--- config.mk ---
export PLATFORM = sky130hd
export DESIGN_NAME = rice_bit_window
export DESIGN_NICKNAME = d
export VERILOG_FILES = /design/src/rtl/rice_pkg.sv /design/src/rtl/rice_funnel_shift.sv /design/src/rtl/rice_bit_window.sv
export SDC_FILE = /design/constraint.sdc
export NUM_CORES = 1
export LEC_CHECK = 0
export CAP_MARGIN = 10
export CORE_MARGIN = 5
export CORE_UTILIZATION = 40
export CTS_CLUSTER_SIZE = 8
export DETAILED_ROUTE_END_ITERATION = 16
export SKIP_LAST_GASP = 1
export SLEW_MARGIN = 20
export SYNTH_ARGS = -nofsm -noshare
export SYNTH_HDL_FRONTEND = slang
export SYNTH_HIERARCHICAL = 1
export SYNTH_SLANG_ARGS = --single-unit
--- constraint.sdc ---
create_clock -name clk -period 14.3 [get_ports clk]
set_clock_uncertainty 0.1 [all_clocks]
set_input_delay 4.29 -clock clk [delete_from_list [all_inputs] [get_ports clk]]
set_output_delay 4.29 -clock clk [all_outputs]
set_load 0.01 [all_outputs]
--- src/rtl/rice_pkg.sv ---
// Shared constants for the Rice decompression path.
// Window, encoder and assembler stages all size themselves from these.
package rice_pkg;

    localparam int IN_W  = 32;
    localparam int WIN_W = 64;
    localparam int BUF_W = IN_W + WIN_W;
    localparam int CNT_W = 7;

    typedef logic [CNT_W-1:0] cnt_t;

endpackage

--- src/rtl/rice_funnel_shift.sv ---
// Combinational left shift of the bit buffer with an optional word
// inserted directly behind the surviving bits.
module rice_funnel_shift #(
    parameter int IN_W  = rice_pkg::IN_W,
    parameter int BUF_W = rice_pkg::BUF_W,
    parameter int CNT_W = rice_pkg::CNT_W
) (
    input  logic [BUF_W-1:0] i_buf,
    input  logic [CNT_W-1:0] i_shift,
    input  logic             i_ins,
    input  logic [IN_W-1:0]  i_word,
    input  logic [CNT_W-1:0] i_pos,
    output logic [BUF_W-1:0] o_buf
);

    logic [BUF_W-1:0] w_word_ext;
    logic [BUF_W-1:0] w_shifted;
    logic [BUF_W-1:0] w_inserted;

    assign w_word_ext = {i_word, {(BUF_W-IN_W){1'b0}}};
    assign w_shifted  = i_buf << i_shift;
    assign w_inserted = i_ins ? (w_word_ext >> i_pos) : '0;
    assign o_buf      = w_shifted | w_inserted;

endmodule

--- src/rtl/rice_bit_window.sv ---
// MSB-aligned bit buffer feeding the Rice priority encoder: accepts
// 32-bit words, presents a 64-bit window and discards consumed bits.
module rice_bit_window #(
    parameter int IN_W  = rice_pkg::IN_W,
    parameter int WIN_W = rice_pkg::WIN_W,
    parameter int BUF_W = rice_pkg::BUF_W,
    parameter int CNT_W = rice_pkg::CNT_W
) (
    input  logic             clk,
    input  logic             reset,
    input  logic             flush,
    input  logic [IN_W-1:0]  in_data,
    input  logic             in_valid,
    input  logic             in_last,
    output logic             in_ready,
    output logic [WIN_W-1:0] win,
    output logic             win_valid,
    output logic [CNT_W-1:0] win_avail,
    input  logic             cons_en,
    input  logic [CNT_W-1:0] cons_len,
    output logic             cons_err,
    output logic             stream_done
);

    localparam logic [CNT_W-1:0] LP_WIN = CNT_W'(WIN_W);
    localparam logic [CNT_W-1:0] LP_IN  = CNT_W'(IN_W);

    logic [BUF_W-1:0] r_buf;
    logic [CNT_W-1:0] r_fill;
    logic             r_eos;
    logic             r_err;

    logic [CNT_W-1:0] w_avail;
    logic             w_win_valid;
    logic             w_ready;
    logic             w_legal;
    logic             w_bad;
    logic             w_acc;
    logic [CNT_W-1:0] w_c;
    logic [CNT_W-1:0] w_pos;
    logic [CNT_W-1:0] w_fill_nxt;
    logic [BUF_W-1:0] w_buf_nxt;

    assign w_avail     = (r_fill >= LP_WIN) ? LP_WIN : r_fill;
    assign w_win_valid = (r_fill >= LP_WIN) || (r_eos && r_fill != '0);
    assign w_ready     = !r_eos && (r_fill <= LP_WIN);

    // Zero-length requests are silently ignored, never flagged.
    assign w_legal = cons_en && w_win_valid && (cons_len != '0)
                     && (cons_len <= w_avail);
    assign w_bad   = cons_en && (cons_len != '0) && !w_legal;
    assign w_c     = w_legal ? cons_len : '0;
    assign w_acc   = in_valid && w_ready;
    assign w_pos   = r_fill - w_c;

    assign w_fill_nxt = r_fill - w_c + (w_acc ? LP_IN : '0);

    rice_funnel_shift #(
        .IN_W  (IN_W),
        .BUF_W (BUF_W),
        .CNT_W (CNT_W)
    ) u_funnel (
        .i_buf   (r_buf),
        .i_shift (w_c),
        .i_ins   (w_acc),
        .i_word  (in_data),
        .i_pos   (w_pos),
        .o_buf   (w_buf_nxt)
    );

    always_ff @(posedge clk or posedge reset) begin
        if (reset) begin
            r_buf  <= '0;
            r_fill <= '0;
            r_eos  <= 1'b0;
            r_err  <= 1'b0;
        end else if (flush) begin
            r_buf  <= '0;
            r_fill <= '0;
            r_eos  <= 1'b0;
            r_err  <= 1'b0;
        end else begin
            r_buf  <= w_buf_nxt;
            r_fill <= w_fill_nxt;
            if (w_acc && in_last) r_eos <= 1'b1;
            if (w_bad)            r_err <= 1'b1;
        end
    end

    assign in_ready    = w_ready;
    assign win         = r_buf[BUF_W-1 -: WIN_W];
    assign win_valid   = w_win_valid;
    assign win_avail   = w_avail;
    assign cons_err    = r_err;
    assign stream_done = r_eos && (r_fill == '0);

endmodule

==> metrics.md, run 1 <==
| Metric | Value |
|---|---|
| Part of the power in the clock network | 5.8% |
| Top FF cell, synth | dfrtp_1 |
| Slowest CP cell | nor2_1 |
| Pre-antenna DRT Iters | 6 |
| CTS buffer count | 9 |
| R2r endpoint | r_buf[29] |
| Vias in the first global route | 14909 |
| Antenna violations before repair | 4 |
| NetSw | 0.00275 W |
| Setup tns final | 0 ns |
| Top-count cell post-synth | mux2i_1 |
| Starting Density | 40.4% |
| H-tree lvl count | 3 |
| Static Leakage | 6.51 nW |
| N_diodes | 0 |
| Post-synth EDFFs | 0 |
| R2R cell count | 22 |
| Vias | 15696 |
| Ys Warns | 6 |
| PD cells | 270 mW/mm2 |
| Syn Area/Cell | 9.22 um2 |
| Hold Path Origin | cons_err |
| Cell internal pwr | 0.00184 W |
| Post-Place Setup Slack | 3.30 ns |
| DRT iter0 DRCs | 2357 |
| Area of the mapped netlist | 0.0156 mm2 |
| GR Overflow Total | 0 |
| Area growth, synth to finish | 9.26% |
| Max transition margin | 6.62% |
| DR WL/cell | 38.2 um |
| Synth top area share | 21.8% |
| All-Layer GR Usage | 37.3% |
| CTS tree | built |
| Max Transition Viols Final | 0 |
| Later-pin clock latency in the skew report | 0.41 ns |
| Rows | 72 |
| Element type at the critical path end | flop |
| Min-Delay Endpoint | cons_err |
| Post-CTS Setup Bufs | 0 |
| Crit-path max FO | 14 |
| Synth area leaders | mux4_2 22%, dfrtp_1 17%, mux2i_1 10% |
| Minimum clock period | 10.64 ns |
| Hold path depth | 2 |
| CP max stage delay | 0.79 ns |
| Period utilisation layout | 74.4% |
| Logic pwr share | 80.6% |
| Maximum vdd drop | 155 uV |
| Final setup violation count | 0 |
| Critical path launch point type | input pin |
| Pin count of the biggest net entering global routing | 118 |
| DIE AREA | 0.0430 mm2 |
| Register-to-register setup slack | 7.14 ns |
| Cell Chain, Critical Path | clkdlybuf4s50_1 -> ha_1 -> a21oi_1 -> a21oi_1 -> o22a_4 -> or2_2 -> nor2_4 -> ha_1 -> inv_1 -> fa_2 -> a211oi_1 -> o21bai_1 -> a21oi_1 -> xnor2_1 -> xnor2_1 -> nand2_1 -> nor2_1 -> nand3_1 -> nor2_1 -> a211o_1 -> nor2b_1 |
| Register bit total from synthesis | 105 |
| Die Wd | 207 um |
| Commonest cells post-synth | 158 x mux2i_1, 151 x mux4_2, 151 x nand2_1, 134 x nor2_1, 110 x nor2b_1 |
| Critical path arrival | 10.80 ns |
| Share of layout cells above drive strength 1 | 21.0% |
| Total Nets Final | 1723 |
| Post-Synthesis Cells | 1691 |
| Part of the power in registers | 13.6% |
| Final setup margin | 3.66 ns |
| Total nets after synthesis | 1751 |
| Outcome | completed |
| Port Buf Inserts | 119 |
| First-pass GRT wire length | 117 mm |
| Worst min path class | reg -> reg |
| Resized Gates After CTS | 0 |
| Worst-Margin Slew | 1.39 ns |
| Detailed-route DRC error count | 0 |
| Worst path top cell family by delay | simple AND/OR/NAND/NOR gates |
| Sequential area share after synthesis | 16.9% |
| Post-synth ARST share | 100% |
| TritonCTS Sinks | 105 |
| Clock slew at reported path FFs | 0.08 ns |
| Post-DP HPWL | 64.9 mm |
| RR Startpoint | r_fill[6] |
| # hold bufs at CTS | 0 |
| Core area | 0.0386 mm2 |
| Vias per cell | 7.18 |
| Root buffer cell | clkbuf_16 |
| Die height | 207 um |
| Endpoints failing hold | 0 |
| RSZ-0062 raised after global routing | false |
| GPL Wtd Cong | 1.07 |
| Synth cell types | 78 |
| Sw frac | 60.0% |
| Crit path top cell by count | a21oi_1 |
| Crit path buffers/inverters | 2 |
| Post-DRT Antenna Nets | 0 |
| Critical path type | in -> reg |
| Worst path required time | 14.46 ns |
| Overall power | 0.00459 W |
| Final hold slack | 0.430 ns |
| Num ports | 120 |
| Largest area contributor in the netlist | mux4_2 |
| Longest Clk Path Bufs | 2 |
| Max_cap viols | 0 |
| Total wire length | 83.4 mm |
| Peak Freq | 94.0 MHz |
## worst reg2reg max path, cell delays in order, from the launching register on
cell,delay [ns]
dfrtp_1,0.51
inv_1,0.23
nand2_1,0.12
ha_1,0.34
a21oi_1,0.18
a21oi_1,0.10
o22a_4,0.23
or2_2,0.33
nor2_4,0.49
ha_1,0.27
inv_1,0.06
fa_2,0.39
a211oi_1,0.28
o21bai_1,0.11
a21oi_1,0.18
xnor2_1,0.12
xnor2_1,0.69
nand2_1,0.28
nor2_1,0.79
nand3_1,0.36
nor2_1,0.18
a211o_1,0.27
nor2b_1,0.39
## per-layer routing
| layer | vias up | global-route usage, % | wire length, um |
|---|---|---|---|
| met5 | - | 0 | 20 |
| met4 | 2 | 17.4 | 4780 |
| met1 | 7970 | 51.1 | 33600 |
| li1 | 6411 | - | - |
| met3 | 188 | 7.47 | 8080 |
| met2 | 1125 | 56.9 | 37000 |
## kinds of logic (layout without fill, tap and decap cells)
group,after synthesis,in the layout,synth area share (%)
and+or+nand+nor,518,518,16.0
muxes,410,410,39.3
AOI/OAI and AO/OA,397,397,18.0
xor gates and xnor gates,7,7,0.482
buffers and inverters,239,216,8.12
adders and majority gates,15,15,1.25
DFF,105,105,16.9
## layout by cell type, fill, tap and decap left out, types with 6 or more instances in the layout
cell type | Yosys | layout
mux2i_1 | 158 | 158
nand2_1 | 151 | 151
mux4_2 | 151 | 151
nor2_1 | 134 | 131
clkdlybuf4s50_1 | 0 | 118
nor2b_1 | 110 | 110
dfrtp_1 | 105 | 105
mux2_2 | 101 | 101
o21ai_0 | 68 | 66
a21oi_1 | 62 | 62
buf_4 | 71 | 50
o22ai_1 | 47 | 47
nand3_1 | 36 | 36
a22oi_1 | 22 | 22
inv_1 | 26 | 20
nor3_1 | 20 | 20
o211ai_1 | 18 | 18
o221ai_1 | 18 | 18
a211o_1 | 15 | 15
ha_1 | 14 | 14
a211oi_1 | 13 | 13
o22a_1 | 13 | 13
a21o_1 | 12 | 12
and3_1 | 11 | 11
a31oi_1 | 11 | 11
a32oi_1 | 11 | 11
a221o_1 | 11 | 11
nand2b_1 | 10 | 10
clkbuf_16 | 0 | 9
and2_1 | 7 | 7
a221oi_1 | 7 | 7
nand3b_1 | 6 | 6
or3_1 | 6 | 6
## flip-flops by register name, summed over array words and instances (netlist names)
name	cells
r_eos	1
cons_err	1
r_fill	7
r_buf	96
## power by group through the flow
| stage | sequential (W) | clock (W) | combinational (W) |
|---|---|---|---|
| 3_3_place_gp | 0.000616 | 0 | 0.00355 |
| 3_5_place_dp | 0.000620 | 0 | 0.00353 |
| 6_report | 0.000626 | 0.000265 | 0.00370 |
| 5_1_grt | 0.000635 | 0.000281 | 0.00377 |
| 4_1_cts | 0.000615 | 0.000273 | 0.00355 |
| 2_1_floorplan | 0.000504 | 0 | 0.00219 |
## how the worst max path moves through the flow
stage	startpoint	end	cells after the start
after floorplan	cons_len[4]	r_buf[76]	21
after global placement	cons_len[2]	r_buf[76]	21
after detailed placement	cons_len[4]	r_buf[76]	21
after CTS	cons_len[4]	r_buf[76]	21
after global routing	cons_len[2]	r_buf[29]	21
final	cons_len[2]	r_buf[29]	21
## cell type report
| cell class | instances | area (um2) |
|---|---|---|
| clock buffer | 9 | 225 |
| clock inverter | 7 | 62.6 |
| fill | 3916 | 21500 |
| inverter | 31 | 123 |
| multi-input combinational | 1347 | 11800 |
| sequential | 105 | 2630 |
| tap | 518 | 648 |
| timing repair buffer | 169 | 1580 |
## per-stage QoR
step / std cells / area [um2] / util [%]
after floorplan: 1691 / 15600 / -
after global placement: 2170 / 16700 / 43.4
after detailed placement: 2170 / 16700 / 43.4
after CTS: 2186 / 17000 / 44.2
after global routing: 2186 / 17000 / 44.2
final: 2186 / 17000 / 44.2
(Power assumes the default switching activity.)
==> inputs of run 2 (changes only) <==
- clock period: 14.3 -> 11 ns (I/O delays scaled with it)
==> run 2 against run 1 <==
Flip-flop and latch count unchanged; worst setup slack worse by 2.1 ns; cell area increased by 0.65%; die area stayed put; cell count grew 0.55%; global-route usage decreased by 0.66 points; sequential power up 26%; count of clock-buffer cells in the layout unchanged; sequential share of layout area down 0.10 points; wire length fell by 2.1%; critical path depth decreased by 4; critical path type unchanged.
==> metrics.md, run 2 (same netlist as run 1, synthesis figures left out) <==
| Metric | Value |
|---|---|
| Outcome | completed |
| Post-CTS Setup Bufs | 0 |
| Total Nets Final | 1732 |
| Resized Gates After CTS | 0 |
| DRT iter0 DRCs | 2272 |
| Rows | 72 |
| Element type at the critical path end | flop |
| Total wire length | 81.7 mm |
| Vias | 15688 |
| GPL Wtd Cong | 1.04 |
| Maximum vdd drop | 236 uV |
| Vias per cell | 7.14 |
| PD cells | 352 mW/mm2 |
| DIE AREA | 0.0430 mm2 |
| Root buffer cell | clkbuf_16 |
| Vias in the first global route | 15215 |
| Crit-path max FO | 29 |
| DR WL/cell | 37.2 um |
| Largest registers | r_buf (96), r_fill (7) |
| Share of layout cells above drive strength 1 | 21.5% |
| Peak Freq | 106 MHz |
| Setup tns final | 0 ns |
| Critical path type | in -> reg |
| Pre-antenna DRT Iters | 6 |
| CTS buffer count | 9 |
| Clock slew at reported path FFs | 0.09 ns |
| Layout Utilization | 44.5% |
| Post-DRT Antenna Nets | 0 |
| Placed insts | 2179 |
| Die Wd | 207 um |
| NetSw | 0.00361 W |
| Critical path launch point type | input pin |
| Pin count of the biggest net entering global routing | 130 |
| RSZ-0062 raised after global routing | false |
| Fin cells | 2198 |
| Num ports | 120 |
| Port Buf Inserts | 119 |
| Core area | 0.0386 mm2 |
| Antenna violations before repair | 2 |
| Post-DP HPWL | 63.7 mm |
| H-tree lvl count | 3 |
| Later-pin clock latency in the skew report | 0.40 ns |
| Final setup violation count | 0 |
| Multi-input gate area | 0.0118 mm2 |
| GR Overflow Total | 0 |
| Endpoints failing hold | 0 |
| Period utilisation layout | 85.4% |
| Worst-Margin Slew | 1.23 ns |
| Minimum clock period | 9.39 ns |
| Fillers | 3860 |
| Max Transition Viols Final | 0 |
| Biggest register | r_buf |
| Commonest non-fill, non-tap cell in the layout | mux2i_1 |
| Largest register FFs | 96 |
| Worst path required time | 11.13 ns |
| Area growth, synth to finish | 9.97% |
| Max_cap viols | 0 |
| Worst min path class | reg -> reg |
| Longest Clk Path Bufs | 2 |
| Part of the power in registers | 13.1% |
| Sw frac | 59.9% |
| TritonCTS Sinks | 105 |
| Part of the power in the clock network | 5.8% |
| # hold bufs at CTS | 0 |
| Die height | 207 um |
| Register area | 0.00263 mm2 |
| Final hold slack | 0.432 ns |
| Detailed-route DRC error count | 0 |
| First-pass GRT wire length | 116 mm |
| Logic pwr share | 81.1% |
| Most frequent cells in the layout | 158 x mux2i_1, 151 x mux4_2, 150 x nand2_1 |
| Cell internal pwr | 0.00242 W |
| Critical path arrival | 9.53 ns |
| Max transition margin | 15.8% |
| All-Layer GR Usage | 36.6% |
| Starting Density | 40.4% |
| Static Leakage | 6.57 nW |
| CTS tree | built |
| Overall power | 0.00603 W |
==> run 2: worst max-delay path, cell delays in order <==
cell	delay, ns
clkdlybuf4s50_1	0.51
ha_1	0.27
a211oi_2	0.20
o21bai_1	0.12
o22a_4	0.21
or2_2	0.33
nor2_4	0.12
ha_1	0.27
inv_2	0.58
buf_4	0.39
mux2i_1	0.87
mux4_2	0.56
nand2_1	0.11
a31oi_1	0.75
nor2_1	0.06
or4_1	0.62
nor2b_1	0.18
==> run 2: through the flow <==
stage / cell area [um2] / setup slack [ns]
after floorplan: 15600 / 3.32
after global placement: 16800 / 1.32
after detailed placement: 16800 / 1.30
after CTS: 17100 / 1.69
after global routing: 17100 / 1.34
final: 17100 / 1.61
==> run 2: cell type report <==
type                    count  share of cell area [%]
clock buffers               9                    1.31
flip-flops and latches    105                    15.3
multi-input cells        1347                    68.7
repair buffers            178                    9.74
clock inverters             7                   0.423
inverters                  31                   0.715
well taps                 518                    3.78
diodes                      3                  0.0438
==> run 2: final timing paths <==
kind	startpoint	to	slack, ns	cells after the start
worst min-delay path	cons_err	cons_err	0.43	2
max in group asynchronous	reset	r_buf[61]	6.24	3
worst max-delay path	cons_len[4]	r_buf[64]	1.61	17
worst min register to register	cons_err	cons_err	0.43	2
worst max register to register	r_fill[6]	r_buf[64]	4.09	18
min in group asynchronous	reset	r_fill[0]	3.24	2
==> run 2: metal layers <==
layer  global-route usage [%]  share of wire (%)  vias to the layer above
met2                     55.5                 44                     1147
met1                     49.4                 40                     7883
met4                     18.0                6.4                        2
met5                        0              0.011                        -
met3                     8.60                 10                      232
li1                         -                  -                     6424
==> run 2: power by group through the flow <==
stage | Combinational [W] | Clock, W | Sequential, W
after floorplan | 0.00285 | 0 | 0.000655
after global placement | 0.00471 | 0 | 0.000779
after detailed placement | 0.00467 | 0 | 0.000783
after CTS | 0.00469 | 0.000353 | 0.000776
after global routing | 0.00499 | 0.000362 | 0.000807
final | 0.00489 | 0.000348 | 0.000791
